File: src/rtl/me_pkg.sv
// Shared constants and state encoding for the motion-estimation SAD datapath.
package me_pkg;

  localparam int ROW_W     = 11;  // row SAD: 8 x 8-bit absolute differences
  localparam int ROWS      = 8;   // rows per candidate block
  localparam int SAD_W     = 14;  // exact block SAD: ROWS*(2^ROW_W-1) < 2^SAD_W
  localparam int SR        = 16;  // search range, offsets -SR..SR-1
  localparam int MV_W      = 5;   // clog2(2*SR), signed MV component
  localparam int ROW_CNT_W = $clog2(ROWS);

  typedef enum logic [1:0] {
    IDLE  = 2'd0,
    ACCUM = 2'd1,
    DONE  = 2'd2
  } state_t;

endpackage

File: src/rtl/sad_row_acc.sv
// Accumulates ROWS row SADs of one candidate into a block SAD and flags the final row.
module sad_row_acc
  import me_pkg::*;
(
  input  logic             clk,
  input  logic             rst,
  input  logic             clr_i,
  input  logic             accept_i,
  input  logic [ROW_W-1:0] row_sad_i,
  output logic [SAD_W-1:0] blk_o,
  output logic             last_row_o
);

  logic [SAD_W-1:0]     acc_q, acc_d;
  logic [ROW_CNT_W-1:0] row_cnt_q, row_cnt_d;

  // Block SAD including the row presented this cycle; only meaningful on the final row.
  assign blk_o      = acc_q + SAD_W'(row_sad_i);
  assign last_row_o = (row_cnt_q == ROW_CNT_W'(ROWS - 1));

  // Next-state for accumulator and row counter.
  always_comb begin
    // NOTE: every comb output gets a default first so no path leaves it unassigned (no latch).
    acc_d     = acc_q;
    row_cnt_d = row_cnt_q;
    if (clr_i) begin
      acc_d     = '0;
      row_cnt_d = '0;
    end else if (accept_i) begin
      if (last_row_o) begin
        acc_d     = '0;
        row_cnt_d = '0;
      end else begin
        acc_d     = blk_o;
        row_cnt_d = row_cnt_q + ROW_CNT_W'(1);
      end
    end
  end

  // State registers with synchronous active-low reset.
  always_ff @(posedge clk) begin
    // NOTE: reset is sampled on the clock edge only, so it sits inside the edge-triggered branch.
    if (!rst) begin
      // NOTE: non-blocking assignments keep all flops updating from pre-edge values.
      acc_q     <= '0;
      row_cnt_q <= '0;
    end else begin
      acc_q     <= acc_d;
      row_cnt_q <= row_cnt_d;
    end
  end

endmodule

File: src/rtl/sad_min_tracker.sv
// Tracks the minimum block SAD over a raster-ordered +/-SR search window and
// reports best SAD plus motion vector, pulsing done once per block search.
module sad_min_tracker #(
  parameter int SR   = me_pkg::SR,
  parameter int MV_W = $clog2(2 * SR)
) (
  input  logic                     clk,
  input  logic                     rst,
  input  logic                     start,
  input  logic                     pause,
  input  logic                     row_valid,
  input  logic [me_pkg::ROW_W-1:0] row_sad,
  output logic                     busy,
  output logic [me_pkg::SAD_W-1:0] best_sad,
  output logic [MV_W-1:0]          best_mv_x,
  output logic [MV_W-1:0]          best_mv_y,
  output logic                     done
);

  import me_pkg::*;

  // Candidate counters run 0..2*SR-1; subtracting SR (mod 2^MV_W) yields the signed offset.
  localparam logic [MV_W-1:0] SR_MV    = MV_W'(SR);
  localparam logic [MV_W-1:0] LAST_IDX = MV_W'(2 * SR - 1);
  localparam logic [MV_W-1:0] ONE_MV   = MV_W'(1);

  state_t           state_q;
  logic             busy_q, done_q;
  logic [SAD_W-1:0] best_sad_q;
  logic [MV_W-1:0]  best_mv_x_q, best_mv_y_q;
  logic [MV_W-1:0]  cnt_x_q, cnt_y_q;

  logic             go;
  logic             accept;
  logic [SAD_W-1:0] blk;
  logic             last_row;
  logic             cand_done;
  logic             last_cand;
  logic             better;

  // A paused start is ignored; a row is only taken while accumulating and not restarting.
  assign go        = start & ~pause;
  assign accept    = (state_q == ACCUM) & row_valid & ~pause & ~start;
  assign cand_done = accept & last_row;
  assign last_cand = (cnt_x_q == LAST_IDX) & (cnt_y_q == LAST_IDX);
  // Strict compare: ties keep the earlier candidate.
  assign better    = (blk < best_sad_q);

  sad_row_acc u_row_acc (
    .clk        (clk),
    .rst        (rst),
    .clr_i      (go),
    .accept_i   (accept),
    .row_sad_i  (row_sad),
    .blk_o      (blk),
    .last_row_o (last_row)
  );

  // Search FSM, candidate raster counters and running-minimum registers.
  always_ff @(posedge clk) begin
    if (!rst) begin
      state_q     <= IDLE;
      busy_q      <= 1'b0;
      done_q      <= 1'b0;
      best_sad_q  <= '1;
      best_mv_x_q <= '0;
      best_mv_y_q <= '0;
      cnt_x_q     <= '0;
      cnt_y_q     <= '0;
    end else if (go) begin
      state_q     <= ACCUM;
      busy_q      <= 1'b1;
      done_q      <= 1'b0;
      best_sad_q  <= '1;
      best_mv_x_q <= '0;
      best_mv_y_q <= '0;
      cnt_x_q     <= '0;
      cnt_y_q     <= '0;
    end else if (!pause) begin
      case (state_q)
        IDLE: ;
        ACCUM: begin
          if (cand_done) begin
            if (better) begin
              best_sad_q  <= blk;
              best_mv_x_q <= cnt_x_q - SR_MV;
              best_mv_y_q <= cnt_y_q - SR_MV;
            end
            cnt_x_q <= (cnt_x_q == LAST_IDX) ? '0 : cnt_x_q + ONE_MV;
            if (cnt_x_q == LAST_IDX) begin
              cnt_y_q <= (cnt_y_q == LAST_IDX) ? '0 : cnt_y_q + ONE_MV;
            end
            if (last_cand) begin
              state_q <= DONE;
              busy_q  <= 1'b0;
              done_q  <= 1'b1;
            end
          end
        end
        DONE: begin
          state_q <= IDLE;
          done_q  <= 1'b0;
        end
        default: state_q <= IDLE;
      endcase
    end
  end

  assign busy      = busy_q;
  assign done      = done_q;
  assign best_sad  = best_sad_q;
  assign best_mv_x = best_mv_x_q;
  assign best_mv_y = best_mv_y_q;

endmodule

File: config.mk
export PLATFORM = sky130hd
export DESIGN_NAME = sad_min_tracker
export DESIGN_NICKNAME = d
export VERILOG_FILES = /design/src/rtl/me_pkg.sv /design/src/rtl/sad_row_acc.sv /design/src/rtl/sad_min_tracker.sv
export SDC_FILE = /design/constraint.sdc
export NUM_CORES = 1
export LEC_CHECK = 0
export BUFFER_PORTS_ARGS = -buffer_cell sky130_fd_sc_hd__clkbuf_2
export CORE_MARGIN = 3
export CORE_UTILIZATION = 33
export CTS_BUF_LIST = sky130_fd_sc_hd__clkbuf_16
export DETAILED_ROUTE_END_ITERATION = 7
export PLACE_DENSITY_LB_ADDON = 0.1
export RECOVER_POWER = 100
export SLEW_MARGIN = 40
export SYNTH_ARGS = -nofsm -noshare
export SYNTH_HDL_FRONTEND = slang
export SYNTH_HIERARCHICAL = 1
export SYNTH_SLANG_ARGS = --single-unit
File: constraint.sdc
create_clock -name clk -period 7.7 [get_ports clk]
set_input_delay 2.31 -clock clk [delete_from_list [all_inputs] [get_ports clk]]
set_output_delay 2.31 -clock clk [all_outputs]
set_load 0.02 [all_outputs]
==> results of run 1 <==
## cells in the mapped netlist, types with 2 or more instances
master	number	area [um^2]
nand2b_1	6	37.5
a21oi_1	32	160
and3_1	5	31.3
o21ai_1	4	20.0
nor3_1	3	15.0
nand4_1	4	25.0
clkbuf_1	10	37.5
xor2_1	2	17.5
dfxtp_1	55	1100
nand3_1	7	35.0
nor2_1	53	199
a21o_1	4	30.0
a22o_1	7	61.3
inv_1	19	71.3
o21ai_0	6	30.0
mux2i_1	29	290
xnor2_1	10	87.6
ha_1	30	375
nand2_1	33	124
nor2b_1	15	93.8
a31oi_1	3	18.8
buf_6	2	22.5
## registers in the layout (all words and copies together), names as in the netlist
register,count
best_sad,14
u_row_acc/acc_q,14
best_mv_x,5
best_mv_y,5
cnt_x_q,5
cnt_y_q,5
u_row_acc/row_cnt_q,3
state_q,2
busy,1
done,1
## logic make-up (layout without fill, tap and decap cells)
| kind of cell | count (synthesis) | after routing | share of synthesized area |
|---|---|---|---|
| AOI/OAI and AO/OA | 69 | 69 | 0.145 |
| buffers and inverters | 32 | 71 | 0.0433 |
| xor gates and xnor gates | 12 | 12 | 0.0334 |
| adders and majority gates | 31 | 31 | 0.126 |
| muxes | 29 | 29 | 0.0922 |
| DFF | 55 | 55 | 0.350 |
| and+or+nand+nor | 136 | 136 | 0.211 |
## final timing paths
path	slack (ps)	cells after the start	endpoint
hold reg to reg	460	2	best_mv_x[4]$_SDFFE_PP0P_
setup reg to reg	3740	12	best_sad[9]$_SDFFE_PP1P_
setup / recovery	1950	13	best_sad[9]$_SDFFE_PP1P_
hold / removal	460	2	best_mv_x[4]$_SDFFE_PP0P_
## cell type report
| type | instances | share of cell area |
|---|---|---|
| Clock buffer | 5 | 0.0352 |
| Clock inverter | 3 | 0.00352 |
| Inverter | 19 | 0.0201 |
| Multi-Input combinational cell | 277 | 0.531 |
| Sequential cell | 55 | 0.310 |
| Tap cell | 129 | 0.0454 |
| Timing Repair Buffer | 44 | 0.0546 |
## stage by stage
stage	total power, mW	hold WS (ps)	area (um^2)	util	instances
6_report	0.550	457	3550	0.384	532
5_1_grt	0.576	483	3550	0.384	532
4_1_cts	0.561	462	3610	0.391	532
3_5_place_dp	0.338	449	3470	0.376	524
3_3_place_gp	0.338	444	3470	0.376	524
2_1_floorplan	0.324	446	3150	-	364
## worst min-delay path: stages (launching register included)
cell,delay (ps)
dfxtp_1,310
nand2_1,50
mux2i_1,50
## power groups by stage
| stage | registers (mW) | logic, mW | clock network (mW) |
|---|---|---|---|
| 2_1_floorplan | 0.293 | 0.0304 | 0 |
| 3_3_place_gp | 0.293 | 0.0449 | 0 |
| 3_5_place_dp | 0.293 | 0.0450 | 0 |
| 4_1_cts | 0.286 | 0.0452 | 0.230 |
| 5_1_grt | 0.287 | 0.0498 | 0.240 |
| 6_report | 0.286 | 0.0434 | 0.220 |
## routing by layer
metal | global-route usage | part of all wire
met1 | 0.190 | 0.53
met5 | 0 | 0
met3 | 0.0237 | 0.030
met4 | 0.0256 | 0.0052
met2 | 0.207 | 0.44
==> summary.txt, run 1 <==
Clock network
  • Resized cells post-CTS: 0
  • Clock buffer count from CTS: 5
  • Clock Sinks: 55
  • CTS tree: built
  • CTS Buffer Depth: 2
  • Root buffer cell: clkbuf_16
  • Clock-pin slew on the worst setup and hold paths: 70 ps
  • H-tree level count: 2
  • Clock latency on the worst-skew pair: 290 ps
  • Hold_buf cts: 0
  • Post-CTS Setup Inserts: 0

Setup path
  • CP cell instances: clkbuf_2 -> ha_1 -> a21o_1 -> a221o_1 -> a211oi_1 -> nor3_1 -> xor2_1 -> ha_1 -> a21oi_1 -> o21ai_0 -> a2111oi_4 -> buf_4 -> mux2i_1
  • Crit end category: flop
  • Critical path class: input port to flop
  • Largest delay share family, worst path: compound AO/OA/AOI/OAI gates
  • CP Max Fanout: 18
  • Slowest cell on crit path: a2111oi_4
  • Crit path buf inv count: 2
  • Critical Path Source: row_sad[7]
  • Slowest stage delay, CP: 610 ps
  • Reg-to-reg startpoint: u_row_acc/acc_q[7]$_SDFFE_PP0P_
  • Crit path launch type: input port
  • Most frequent CP cell: ha_1
  • CP arrival: 5970 ps
  • Worst EP required: 7920 ps

Global routing
  • Tot GR Track Use: 0.132
  • GRT overflow: 0
  • First-pass GRT wire length: 11900 um
  • Pin count of the biggest net entering global routing: 27
  • Vias in the first global route: 2430
  • Initial antenna violation count: 0

Cells and area
  • Fillers: 1001
  • Most common cell after layout, fill and taps aside: dfxtp_1
  • Layout cells sized above 1: 0.0720
  • Highest-count cells in the layout ignoring fill and taps: dfxtp_1 (55), nor2_1 (53), nand2_1 (34)
  • Area Overhead vs Synth: 12.8%
  • Multi-input gate area in the final layout: 0.00189 mm^2
  • Register area: 0.00110 mm^2
  • Inserted Diodes: 0
  • Final nets: 449

Die
  • DIE HEIGHT: 104 um
  • Starting Density: 0.341
  • DIE AREA: 0.0107 mm^2
  • FP Rows: 35
  • Core Region: 0.00924 mm^2
  • Die width: 104 um
  • I/O pins: 42

Synthesis
  • Syn_area_per_cell: 8.65 um^2
  • Async set-reset flop share out of synthesis: 0
  • Net Count, Synth: 411
  • Synth Warn #: 6
  • Post-synth EDFFs: 0
  • Sequential-to-total area share from yosys stat: 0.350
  • FF+latch count, synth: 55
  • Synthesized area: 0.00315 mm^2
  • Number of distinct library cells after synthesis: 47
  • Gate Count Post-Synth: 364
  • Primary FF master, synth: dfxtp_1

Hold path
  • Hold Path Class: flop to flop
  • Min-delay src: best_mv_x[4]$_SDFFE_PP0P_

Power and ir drop
  • Internal power: 0.420 mW
  • Portion of total power attributed to combinational logic: 0.079
  • Max VDD drop: 86.9 uV
  • Sw power: 0.130 mW
  • Lkg Pwr: 1.50 nW
  • Clock power frac: 0.400
  • Switching Share: 0.236
  • Reg power frac: 0.521
  • Pwr Density: 155 mW/mm^2

Job
  • Max Cap Viol: 0

Detailed routing
  • Detailed-route via count: 2546
  • 1st-iter DRT viols: 62
  • Post-DRT Antenna Nets: 0
  • DRC Markers: 0
  • Avg WL per Cell: 13.1 um
  • Vias per std cell: 4.79
  • WL final: 6980 um
  • First-pass iteration count of the detailed router: 4

STA
  • Period Utilization, post-route: 0.747
  • Worst slew pin tran: 715 ps
  • Final hold vios: 0
  • RSZ-0062 raised after global routing: false
  • Setup violators final: 0
  • Skew final: 7.17 ps
  • Max Fclk: 0.174 GHz
  • Slack of the critical path: 1950 ps
  • Relative slew margins: 0.517
  • Setup TNS: 0 ps
  • Period minus WS final: 5750 ps
  • Max Slew Vio Count: 0

Placed design
  • Post-DP HPWL: 5390 um
  • DP Worst Slack: 1730 ps
  • Routability Congestion: 0.776
  • IO Port Bufs: 41

Status
  • Outcome: finished, final reports clean
(Power assumes the default switching activity.)
==> inputs of run 2 (changes only) <==
- ABC_AREA: not set -> 1
- clock period: 7.7 -> 4.84 ns (I/O delays scaled with it)
==> run 2 against run 1 <==
  * Routed wire length grew 21%
  * Critical path depth grew 7
  * Area after synthesis grew 10%
  * Clock power grew 65%
==> summary.txt, run 2 <==
STA
  • Skew final: 7.86 ps (+0.691 ps)
  • Max Fclk: 0.234 GHz
  • Setup TNS: 0 ps (unchanged)
  • Period minus WS final: 4280 ps
  • Final hold vios: 0 (unchanged)
  • Final hold slack: 454 ps (-3.19 ps)
  • Max Slew Vio Count: 0 (unchanged)
  • Setup violators final: 0 (unchanged)
  • RSZ-0062 raised after global routing: false
  • Period Utilization, post-route: 0.885
  • Relative slew margins: 0.172 (-0.345)
  • Worst slew pin tran: 1240 ps (+523 ps)

Synthesis
  • FF+latch count, synth: 55 (unchanged)
  • Synthesized area: 0.00348 mm^2 (+10%)
  • Primary FF master, synth: dfxtp_1
  • Top cells by instance count after synthesis: nand2_1 (139), inv_1 (66), dfxtp_1 (55), nand3_1 (55), a21oi_1 (40)
  • Net Count, Synth: 551 (+34%)
  • Async set-reset flop share out of synthesis: 0 (unchanged)
  • Top-count cell post-synth: nand2_1
  • Top post-synthesis cells by area: dfxtp_1 (32%), nand2_1 (15%), ha_1 (11%)
  • Sequential-to-total area share from yosys stat: 0.317 (-0.0330)
  • Gate Count Post-Synth: 504 (+38%)
  • Share of the synthesized area in the top cell type: 0.317 (-0.0330)
  • Syn_area_per_cell: 6.90 um^2 (-20%)
  • Number of distinct library cells after synthesis: 35 (-26%)
  • Leading area contributor after synthesis: dfxtp_1
  • Post-synth EDFFs: 0 (unchanged)
  • Synth Warn #: 6 (unchanged)

Detailed routing
  • DRC Markers: 0 (unchanged)
  • WL final: 8420 um (+21%)
  • Met2 routed WL: 3740 um (+23%)
  • First-pass iteration count of the detailed router: 4 (unchanged)
  • Avg WL per Cell: 12.4 um (-5.5%)
  • Metal1 wirelength: 4370 um (+19%)
  • Post-DRT Antenna Nets: 0 (unchanged)
  • Vias per std cell: 4.56 (-4.8%)
  • Met3 wire length: 249 um (+20%)
  • 1st-iter DRT viols: 140 (+130%)
  • Top sig layer: met4
  • Detailed-route via count: 3093 (+21%)

Clock network
  • Clock latency on the worst-skew pair: 290 ps (about the same)
  • CTS Buffer Depth: 2 (unchanged)
  • Clock buffer count from CTS: 5 (unchanged)
  • Hold_buf cts: 0 (unchanged)
  • H-tree level count: 2 (unchanged)
  • Resized cells post-CTS: 0 (unchanged)
  • Clock-pin slew on the worst setup and hold paths: 70 ps (about the same)
  • Post-CTS Setup Inserts: 0 (unchanged)
  • CTS tree: built
  • Root buffer cell: clkbuf_16
  • Clock Sinks: 55 (unchanged)

Power and ir drop
  • Portion of total power attributed to combinational logic: 0.086 (+0.007)
  • Lkg Pwr: 1.92 nW (+28%)
  • Max VDD drop: 167 uV (+92%)
  • Sw power: 0.224 mW (+73%)
  • Pwr Density: 231 mW/mm^2 (+49%)
  • Internal power: 0.673 mW (+60%)
  • Reg power frac: 0.508 (-0.013)
  • Clock power frac: 0.406 (+0.006)
  • Switching Share: 0.250 (+0.0137)

Setup path
  • Critical Path Source: row_sad[0]
  • CP Max Fanout: 25 (+7)
  • Critical path class: input port to flop
  • Crit path launch type: input port
  • R2r setup slk: 1440 ps (-2300 ps)
  • CP arrival: 4400 ps (-1570 ps)
  • Slowest stage delay, CP: 450 ps (-160 ps)
  • Crit path buf inv count: 4 (+2)
  • Largest delay share family, worst path: simple AND/OR/NAND/NOR gates
  • Most frequent CP cell: nand3_1
  • RR Endpoint: best_sad[8]$_SDFFE_PP1P_
  • Register-to-Register Path Depth: 19 (+7)
  • Worst EP required: 4960 ps (-2960 ps)
  • CP cell instances: clkbuf_2 -> ha_1 -> inv_1 -> fa_1 -> inv_1 -> nand3_1 -> nand2_2 -> nand3_1 -> nand3_1 -> nand2_1 -> and2_1 -> ha_1 -> nand2_1 -> inv_1 -> a21oi_1 -> nand2_4 -> nor2_4 -> nand2_4 -> nand2_1 -> nand3_1
  • Crit end category: flop
  • Slowest cell on crit path: nor2_4
  • Reg-to-reg startpoint: u_row_acc/acc_q[0]$_SDFFE_PP0P_

Job
  • Max Cap Viol: 0 (unchanged)

Die
  • Die width: 109 um (+4.8%)
  • DIE AREA: 0.0118 mm^2 (+9.8%)
  • DIE HEIGHT: 109 um (+4.8%)
  • FP Rows: 36 (+2.9%)
  • Core Region: 0.0100 mm^2 (+8.2%)
  • I/O pins: 42 (unchanged)
  • Starting Density: 0.348 (+0.00691)

Global routing
  • Vias in the first global route: 2853 (+17%)
  • Initial antenna violation count: 0 (unchanged)
  • Tot GR Track Use: 0.150 (+0.0180)
  • GRT overflow: 0 (unchanged)
  • First-pass GRT wire length: 14000 um (+18%)
  • Pin count of the biggest net entering global routing: 26 (-3.7%)

Cells and area
  • Inserted Diodes: 0 (unchanged)
  • Most common cell after layout, fill and taps aside: nand2_1
  • Highest-count cells in the layout ignoring fill and taps: nand2_1 (140), inv_1 (70), nand3_1 (56)
  • Area Overhead vs Synth: 11.8%
  • Layout cells sized above 1: 0.104 (+0.0324)
  • Final nets: 592 (+32%)

Hold path
  • Hold Path Class: flop to flop
  • Worst Hold Path EP: done$_SDFFE_PP0P_
  • Cells on Worst Hold Path: 2 (unchanged)
  • Min-delay src: done$_SDFFE_PP0P_

Placed design
  • Routability Congestion: 0.814 (+4.9%)
  • Post-DP HPWL: 6570 um (+22%)
  • IO Port Bufs: 41 (unchanged)

Status
  • Outcome: finished, final reports clean
-- run 2: layer usage --
| layer | up-vias | GRT usage |
|---|---|---|
| li1 | 1677 | - |
| met1 | 1370 | 0.216 |
| met2 | 42 | 0.235 |
| met3 | 4 | 0.0249 |
| met4 | 0 | 0.0325 |
| met5 | - | 0 |
-- run 2: cells by family (layout without fill, tap and decap cells) --
kind of cell / after synthesis / after routing / synth area share
and+or+nand+nor: 267 / 267 / 0.353
buffers and inverters: 90 / 132 / 0.108
AOI/OAI and AO/OA: 55 / 55 / 0.0882
DFF: 55 / 55 / 0.317
adders and majority gates: 31 / 31 / 0.114
xor gates and xnor gates: 6 / 6 / 0.0194
-- run 2: stage by stage --
stage	util	setup WS (ps)	power, mW	cell area [um^2]	instances
floorplan	-	936	0.520	3480	504
detailed placement	0.381	464	0.547	3810	671
global route	0.389	266	0.941	3880	679
CTS	0.395	774	0.920	3950	679
finish	0.389	558	0.896	3880	679
global placement	0.381	516	0.546	3810	671
-- run 2: worst max path at each step --
stage / end / cells after the start
floorplan: best_sad[0]$_SDFFE_PP1P_ / 20
global placement: best_sad[2]$_SDFFE_PP1P_ / 18
detailed placement: best_sad[9]$_SDFFE_PP1P_ / 17
CTS: best_sad[8]$_SDFFE_PP1P_ / 17
global route: best_sad[7]$_SDFFE_PP1P_ / 20
finish: best_sad[8]$_SDFFE_PP1P_ / 20
-- run 2: area by class of cell --
cell class / instances / area, um^2
Fill cell: 1102 / 6110
Multi-Input combinational cell: 359 / 1970
Sequential cell: 55 / 1100
Inverter: 77 / 289
Timing Repair Buffer: 47 / 213
Tap cell: 133 / 166
Clock buffer: 5 / 125
Clock inverter: 3 / 21.3
-- run 2: worst reg2reg max path, delay by kind of cell, from the launching register on --
kind,cells,cell delay [ps]
and+or+nand+nor,12,1620
adders and majority gates,3,860
DFF,1,350
AOI/OAI and AO/OA,1,230
buffers and inverters,3,210
-- run 2: power by group through the flow --
stage	clock [mW]	sequential (mW)	combinational, mW
2_1_floorplan	0	0.467	0.0526
3_3_place_gp	0	0.466	0.0798
3_5_place_dp	0	0.467	0.0806
4_1_cts	0.384	0.456	0.0808
5_1_grt	0.396	0.456	0.0882
6_report	0.364	0.456	0.0770
